`config.mk`:
```
export PLATFORM = sky130hd
export DESIGN_NAME = ped_grant_arbiter
export DESIGN_NICKNAME = d
export VERILOG_FILES = /design/src/rtl/ped_grant_arbiter.sv
export SDC_FILE = /design/constraint.sdc
export NUM_CORES = 1
export LEC_CHECK = 0
export CAP_MARGIN = 0
export CORE_ASPECT_RATIO = 1.75
export CORE_UTILIZATION = 57
export CTS_CLUSTER_SIZE = 30
export DETAILED_ROUTE_END_ITERATION = 16
export PLACE_DENSITY = 0.88
export SLEW_MARGIN = 20
export SYNTH_ARGS = -nofsm -noshare
export SYNTH_HDL_FRONTEND = slang
export SYNTH_SLANG_ARGS = --single-unit
```
`constraint.sdc`:
```
create_clock -name clk_main -period 5.18 [get_ports clk_main]
set_input_delay 1.295 -clock clk_main [delete_from_list [all_inputs] [get_ports clk_main]]
set_output_delay 1.295 -clock clk_main [all_outputs]
set_load 0.01 [all_outputs]
```
`src/rtl/ped_grant_arbiter.sv`:
```
// rtl/ped_grant_arbiter.sv - round-robin pedestrian grant controller with ack timeout
//
// Serves N_CH crossings against one traffic FSM. A request toggle edge marks a
// channel pending; when the light is RED, the next pending channel from rr_ptr
// upward receives a grant toggle and hold_red is raised until that channel acks
// or the ack timeout expires.
//
// Ports:
//   clk_main       main clock, rising edge
//   rst_main_n     asynchronous active-low reset
//   traffic_light  current light from traffic_fsm (2'b10 = RED)
//   req_toggle     per-channel request toggles (already in clk_main)
//   ack_toggle     per-channel walk-finished toggles (already in clk_main)
//   grant_toggle   per-channel grant toggles back to the ped domains
//   hold_red       high while a grant is outstanding
//   pending        registered per-channel pending flags
//   active_ch      granted channel index, valid while hold_red=1
//   timeout_err    one-cycle pulse when a grant is aborted for lack of ack
module ped_grant_arbiter #(
  parameter int N_CH        = 4,
  parameter int CH_W        = (N_CH > 1) ? $clog2(N_CH) : 1,
  parameter int TIMEOUT_CYC = 1024,
  parameter int TO_W        = $clog2(TIMEOUT_CYC + 1)
) (
  input  logic            clk_main,
  input  logic            rst_main_n,
  input  logic [1:0]      traffic_light,
  input  logic [N_CH-1:0] req_toggle,
  input  logic [N_CH-1:0] ack_toggle,
  output logic [N_CH-1:0] grant_toggle,
  output logic            hold_red,
  output logic [N_CH-1:0] pending,
  output logic [CH_W-1:0] active_ch,
  output logic            timeout_err
);

  typedef enum logic {ST_IDLE = 1'b0, ST_GRANTED = 1'b1} state_e;

  state_e          state_q, state_d;
  logic [N_CH-1:0] grant_q, grant_d;
  logic [N_CH-1:0] pending_q, pending_d;
  logic [CH_W-1:0] active_q, active_d;
  logic [CH_W-1:0] rr_ptr_q, rr_ptr_d;
  logic [TO_W-1:0] to_cnt_q, to_cnt_d;
  logic [N_CH-1:0] prev_req_q, prev_ack_q;
  logic            timeout_q, timeout_d;

  logic [N_CH-1:0] req_edge, ack_edge, act_oh;
  logic [CH_W:0]   cand;
  logic [CH_W-1:0] sel_idx, rr_next;
  logic            sel_found, finish;

  assign req_edge = req_toggle ^ prev_req_q;
  assign ack_edge = ack_toggle ^ prev_ack_q;

  always_comb begin
    for (int i = 0; i < N_CH; i++) begin
      act_oh[i] = (CH_W'(i) == active_q);
    end
  end

  // Rotating search: first pending channel at or above rr_ptr, wrapping at N_CH.
  always_comb begin
    sel_found = 1'b0;
    sel_idx   = '0;
    cand      = '0;
    for (int k = 0; k < N_CH; k++) begin
      cand = {1'b0, rr_ptr_q} + (CH_W+1)'(k);
      if (cand >= (CH_W+1)'(N_CH)) begin
        cand = cand - (CH_W+1)'(N_CH);
      end
      if (!sel_found && pending_q[cand[CH_W-1:0]]) begin
        sel_found = 1'b1;
        sel_idx   = cand[CH_W-1:0];
      end
    end
  end

  assign rr_next = (active_q == CH_W'(N_CH - 1)) ? '0 : active_q + CH_W'(1);

  always_comb begin
    state_d   = state_q;
    grant_d   = grant_q;
    active_d  = active_q;
    rr_ptr_d  = rr_ptr_q;
    to_cnt_d  = to_cnt_q;
    timeout_d = 1'b0;
    finish    = 1'b0;
    // A repeat request from the channel currently walking is dropped.
    pending_d = pending_q | (req_edge & ~((state_q == ST_GRANTED) ? act_oh : '0));

    case (state_q)
      ST_IDLE: begin
        if (traffic_light == 2'b10 && sel_found) begin
          grant_d[sel_idx] = ~grant_q[sel_idx];
          active_d         = sel_idx;
          to_cnt_d         = '0;
          state_d          = ST_GRANTED;
        end
      end
      ST_GRANTED: begin
        // Ack is checked first so an ack on the last cycle beats the timeout.
        if (|(ack_edge & act_oh)) begin
          finish = 1'b1;
        end else if (to_cnt_q == TO_W'(TIMEOUT_CYC - 1)) begin
          finish    = 1'b1;
          timeout_d = 1'b1;
        end else begin
          to_cnt_d = to_cnt_q + TO_W'(1);
        end
      end
      default: state_d = ST_IDLE;
    endcase

    // Clear is applied after the set so it wins on the same channel.
    if (finish) begin
      pending_d = pending_d & ~act_oh;
      rr_ptr_d  = rr_next;
      state_d   = ST_IDLE;
    end
  end

  always_ff @(posedge clk_main or negedge rst_main_n) begin
    if (!rst_main_n) begin
      state_q    <= ST_IDLE;
      grant_q    <= '0;
      pending_q  <= '0;
      active_q   <= '0;
      rr_ptr_q   <= '0;
      to_cnt_q   <= '0;
      prev_req_q <= '0;
      prev_ack_q <= '0;
      timeout_q  <= 1'b0;
    end else begin
      state_q    <= state_d;
      grant_q    <= grant_d;
      pending_q  <= pending_d;
      active_q   <= active_d;
      rr_ptr_q   <= rr_ptr_d;
      to_cnt_q   <= to_cnt_d;
      prev_req_q <= req_toggle;
      prev_ack_q <= ack_toggle;
      timeout_q  <= timeout_d;
    end
  end

  assign grant_toggle = grant_q;
  assign pending      = pending_q;
  assign active_ch    = active_q;
  assign hold_red     = (state_q == ST_GRANTED);
  assign timeout_err  = timeout_q;

endmodule

```
==> flow_results.xml <==
<?xml version="1.0" encoding="UTF-8"?>
<metrics>
  <group name="timing">
    <metric name="rsz_0062_raised_after_global_routing" unit="">false</metric>
    <metric name="tightest_slew" unit="ps">970</metric>
    <metric name="maxClockFrequency" unit="MHz">353</metric>
    <metric name="hold_violations" unit="">0</metric>
    <metric name="maxSlewHeadroom" unit="%">34.8</metric>
    <metric name="final-max-slew-violation-count" unit="">0</metric>
    <metric name="final.min_clock_period" unit="ps">2830</metric>
    <metric name="report.final.setup_viol" unit="">0</metric>
    <metric name="finClkSkew" unit="ps">3.54</metric>
    <metric name="timing.hold.ws" unit="ps">471</metric>
    <metric name="final.setup.tns" unit="ps">0</metric>
    <metric name="fin_crit_sh" unit="%">54.7</metric>
  </group>
  <group name="drt">
    <metric name="wire_per_inst" unit="um">17.4</metric>
    <metric name="drt_drc_violations_left" unit="">0</metric>
    <metric name="detail_route.vias_per_cell" unit="">6.15</metric>
    <metric name="drt_first_pass_iters" unit="">4</metric>
    <metric name="dr.first_iter.drc_count" unit="">31</metric>
    <metric name="routed_wirelength" unit="um">3490</metric>
    <metric name="vias" unit="">1236</metric>
    <metric name="ant_nets_after_route" unit="">0</metric>
  </group>
  <group name="die">
    <metric name="die-area" unit="um2">3080</metric>
    <metric name="floorplan.die.width" unit="um">42.4</metric>
    <metric name="core.rowCount" unit="">25</metric>
    <metric name="core_region_area" unit="um2">2720</metric>
    <metric name="io-pin-count" unit="">24</metric>
    <metric name="floorplan.initialDensity" unit="%">59.9</metric>
    <metric name="die_height" unit="um">72.7</metric>
  </group>
  <group name="power">
    <metric name="power.internal" unit="uW">602</metric>
    <metric name="power" unit="uW">962</metric>
    <metric name="clockPowerShare" unit="%">19.2</metric>
    <metric name="combPwrFrac" unit="%">38.9</metric>
    <metric name="p_sw_share" unit="%">37.5</metric>
    <metric name="leakage" unit="nW">0.847</metric>
    <metric name="p_seq_share" unit="%">41.8</metric>
    <metric name="pwr_density_cell" unit="nW/um2">491</metric>
    <metric name="max-vdd-ir-drop" unit="mV">0.338</metric>
    <metric name="p_switching" unit="uW">361</metric>
  </group>
  <group name="critical_path">
    <metric name="required" unit="ps">5390</metric>
    <metric name="cp-start-kind" unit="">input port</metric>
    <metric name="critical_path_peak_fanout" unit="">16</metric>
    <metric name="critPathArrivalTime" unit="ps">3040</metric>
    <metric name="cell_depth_of_the_worst_flop_to_flop_path" unit="">6</metric>
    <metric name="crit_end_element" unit="">flip-flop</metric>
    <metric name="worst-setup-path-type" unit="">in2reg</metric>
  </group>
  <group name="cts">
    <metric name="clk_root_buffer_cell" unit="">clkbuf_8</metric>
    <metric name="ctsHoldBuffers" unit="">0</metric>
    <metric name="ctsResizeCount" unit="">0</metric>
    <metric name="clk_pin_slew" unit="ps">70</metric>
    <metric name="cts_tree" unit="">yes</metric>
    <metric name="h-tree-depth" unit="">2</metric>
    <metric name="clock_path_buffers" unit="">2</metric>
    <metric name="clock_insertion_delay_worst_skew" unit="ps">290</metric>
    <metric name="cts.repair_timing.setup_buffer_count" unit="">0</metric>
    <metric name="numCtsBuffers" unit="">5</metric>
    <metric name="tritoncts_num_sinks" unit="">33</metric>
  </group>
  <group name="run_status">
    <metric name="result_of_the_run" unit="">finished, final reports clean</metric>
  </group>
  <group name="grt">
    <metric name="grt_max_degree" unit="">34</metric>
    <metric name="grt_first_pass_wirelength" unit="um">5780</metric>
    <metric name="first_global_vias" unit="">1252</metric>
    <metric name="initial_antenna_violation_count" unit="">0</metric>
    <metric name="globalRoute.totalOverflow" unit="">0</metric>
    <metric name="groute.usage.overall" unit="%">25.3</metric>
  </group>
  <group name="finish">
    <metric name="final_util" unit="%">72.0</metric>
    <metric name="drive_gt1_share" unit="%">8.62</metric>
    <metric name="final_common_cell" unit="">dfrtp_1</metric>
    <metric name="layout-area-overhead-vs-synth" unit="%">20.4</metric>
    <metric name="num-fill-cells" unit="">202</metric>
    <metric name="antenna_cells" unit="">0</metric>
    <metric name="final_net_count" unit="">190</metric>
    <metric name="mostFrequentLayoutCells" unit="">33 x dfrtp_1, 23 x clkdlybuf4s50_1, 12 x nand2_1, 12 x a21oi_1, 10 x xor2_1</metric>
  </group>
  <group name="logic_synthesis">
    <metric name="syn_inst" unit="">147</metric>
    <metric name="post_synth.cell_area_avg" unit="um2">11.1</metric>
    <metric name="synth-async-reset-ratio" unit="%">100</metric>
    <metric name="post_synth_num_cell_types" unit="">37</metric>
    <metric name="ys_seq_area_share" unit="%">50.7</metric>
    <metric name="ys_dominant_reg_cell" unit="">dfrtp_1</metric>
    <metric name="synth.yosys.warnings" unit="">0</metric>
    <metric name="post_synthesis_cell_area" unit="um2">1630</metric>
    <metric name="postSynthNetCount" unit="">164</metric>
    <metric name="number_of_enable_type_register_cells_in_the_synthesized_netlist" unit="">0</metric>
    <metric name="ys_seq_elements" unit="">33</metric>
  </group>
  <group name="place">
    <metric name="dpl.hpwl" unit="um">2550</metric>
    <metric name="placer_s_final_routability_congestion_estimate" unit="">0.829</metric>
    <metric name="place.port_buffers" unit="">23</metric>
  </group>
  <group name="run">
    <metric name="maxCapViolations" unit="">0</metric>
  </group>
  <group name="min_path">
    <metric name="hold_path_depth" unit="">1</metric>
    <metric name="type_of_the_tightest_min_delay_check" unit="">reg2reg</metric>
  </group>
</metrics>
synth_stat cells, types with 2 or more instances:
cell	n	area [um2]
inv_1	5	18.8
nand3_1	6	30.0
o41ai_1	2	17.5
o31ai_1	3	22.5
nor3_1	5	25.0
clkbuf_1	2	7.51
a21oi_1	12	60.1
o311ai_1	2	17.5
a22oi_4	2	42.5
mux2_2	2	22.5
o21ai_0	3	15.0
nor2b_1	2	12.5
mux2_1	2	22.5
or4_1	3	22.5
dfrtp_1	33	826
nand2b_1	2	12.5
and4_1	3	26.3
and3_1	2	12.5
mux2i_1	5	50.1
buf_2	2	10.0
nor3b_1	2	15.0
nor2_1	7	26.3
nand3b_1	2	15.0
ha_1	5	62.6
xor2_1	10	87.6
nand2_1	12	45.0
routing by layer:
layer | GRT usage (%) | part of all wire (%)
met1 | 28.5 | 38
met2 | 43.2 | 55
met3 | 6.93 | 4.2
met4 | 12.8 | 3.0
met5 | 0 | 0
stage by stage:
stage                     instance area (um2)  setup slack (ps)  cells
after global routing                     1960              2310    201
after global placement                   1880              2160    193
after CTS                                1960              2360    201
final                                    1960              2350    201
after floorplan                          1630              2710    147
after detailed placement                 1880              2060    193
state kept, by name, indices dropped and copies added (netlist names):
register / flops
rr_ptr_q: 2
grant_toggle: 4
to_cnt_q: 11
hold_red: 1
prev_req_q: 4
pending: 4
timeout_err: 1
active_ch: 2
prev_ack_q: 4
cells by family after synthesis:
logic type / count (synthesis) / synth area share, %
AOI/OAI and AO/OA: 28 / 13.3
xor gates and xnor gates: 11 / 5.91
adders and majority gates: 5 / 3.84
buffers and inverters: 10 / 2.53
DFF: 33 / 50.7
muxes: 9 / 5.84
and+or+nand+nor: 51 / 17.9
final cells by class:
cell class	instances	area, um2	share of cell area [%]
Clock buffer	6	72.6	3.70
Clock inverter	2	10.0	0.511
Inverter	5	18.8	0.957
Multi-Input combinational cell	104	762	38.9
Sequential cell	33	826	42.1
Tap cell	27	33.8	1.72
Timing Repair Buffer	24	238	12.1
critical path, cell delays in order:
cell,delay [ps]
clkdlybuf4s50_1,450
xor2_1,190
a22oi_4,240
nand3_4,180
or4_1,510
a21oi_1,180
path summary, 6_finish.rpt:
kind                            startpoint               to  slack [ps]
min in group asynchronous       rst_main_n    prev_ack_q[1]        1410
max in group asynchronous       rst_main_n  grant_toggle[1]        3460
setup / recovery             ack_toggle[2]      to_cnt_q[9]        2350
hold / removal             grant_toggle[0]  grant_toggle[0]         470
hold reg to reg            grant_toggle[0]  grant_toggle[0]         470
setup reg to reg               to_cnt_q[0]      rr_ptr_q[0]        2550
power by group through the flow:
stage	logic (mW)	registers, mW	clock network (mW)
2_1_floorplan	0.223	0.405	0
4_1_cts	0.379	0.400	0.188
3_5_place_dp	0.376	0.404	0
3_3_place_gp	0.358	0.398	0
5_1_grt	0.412	0.413	0.200
6_report	0.375	0.403	0.185
(Power assumes the default switching activity.)
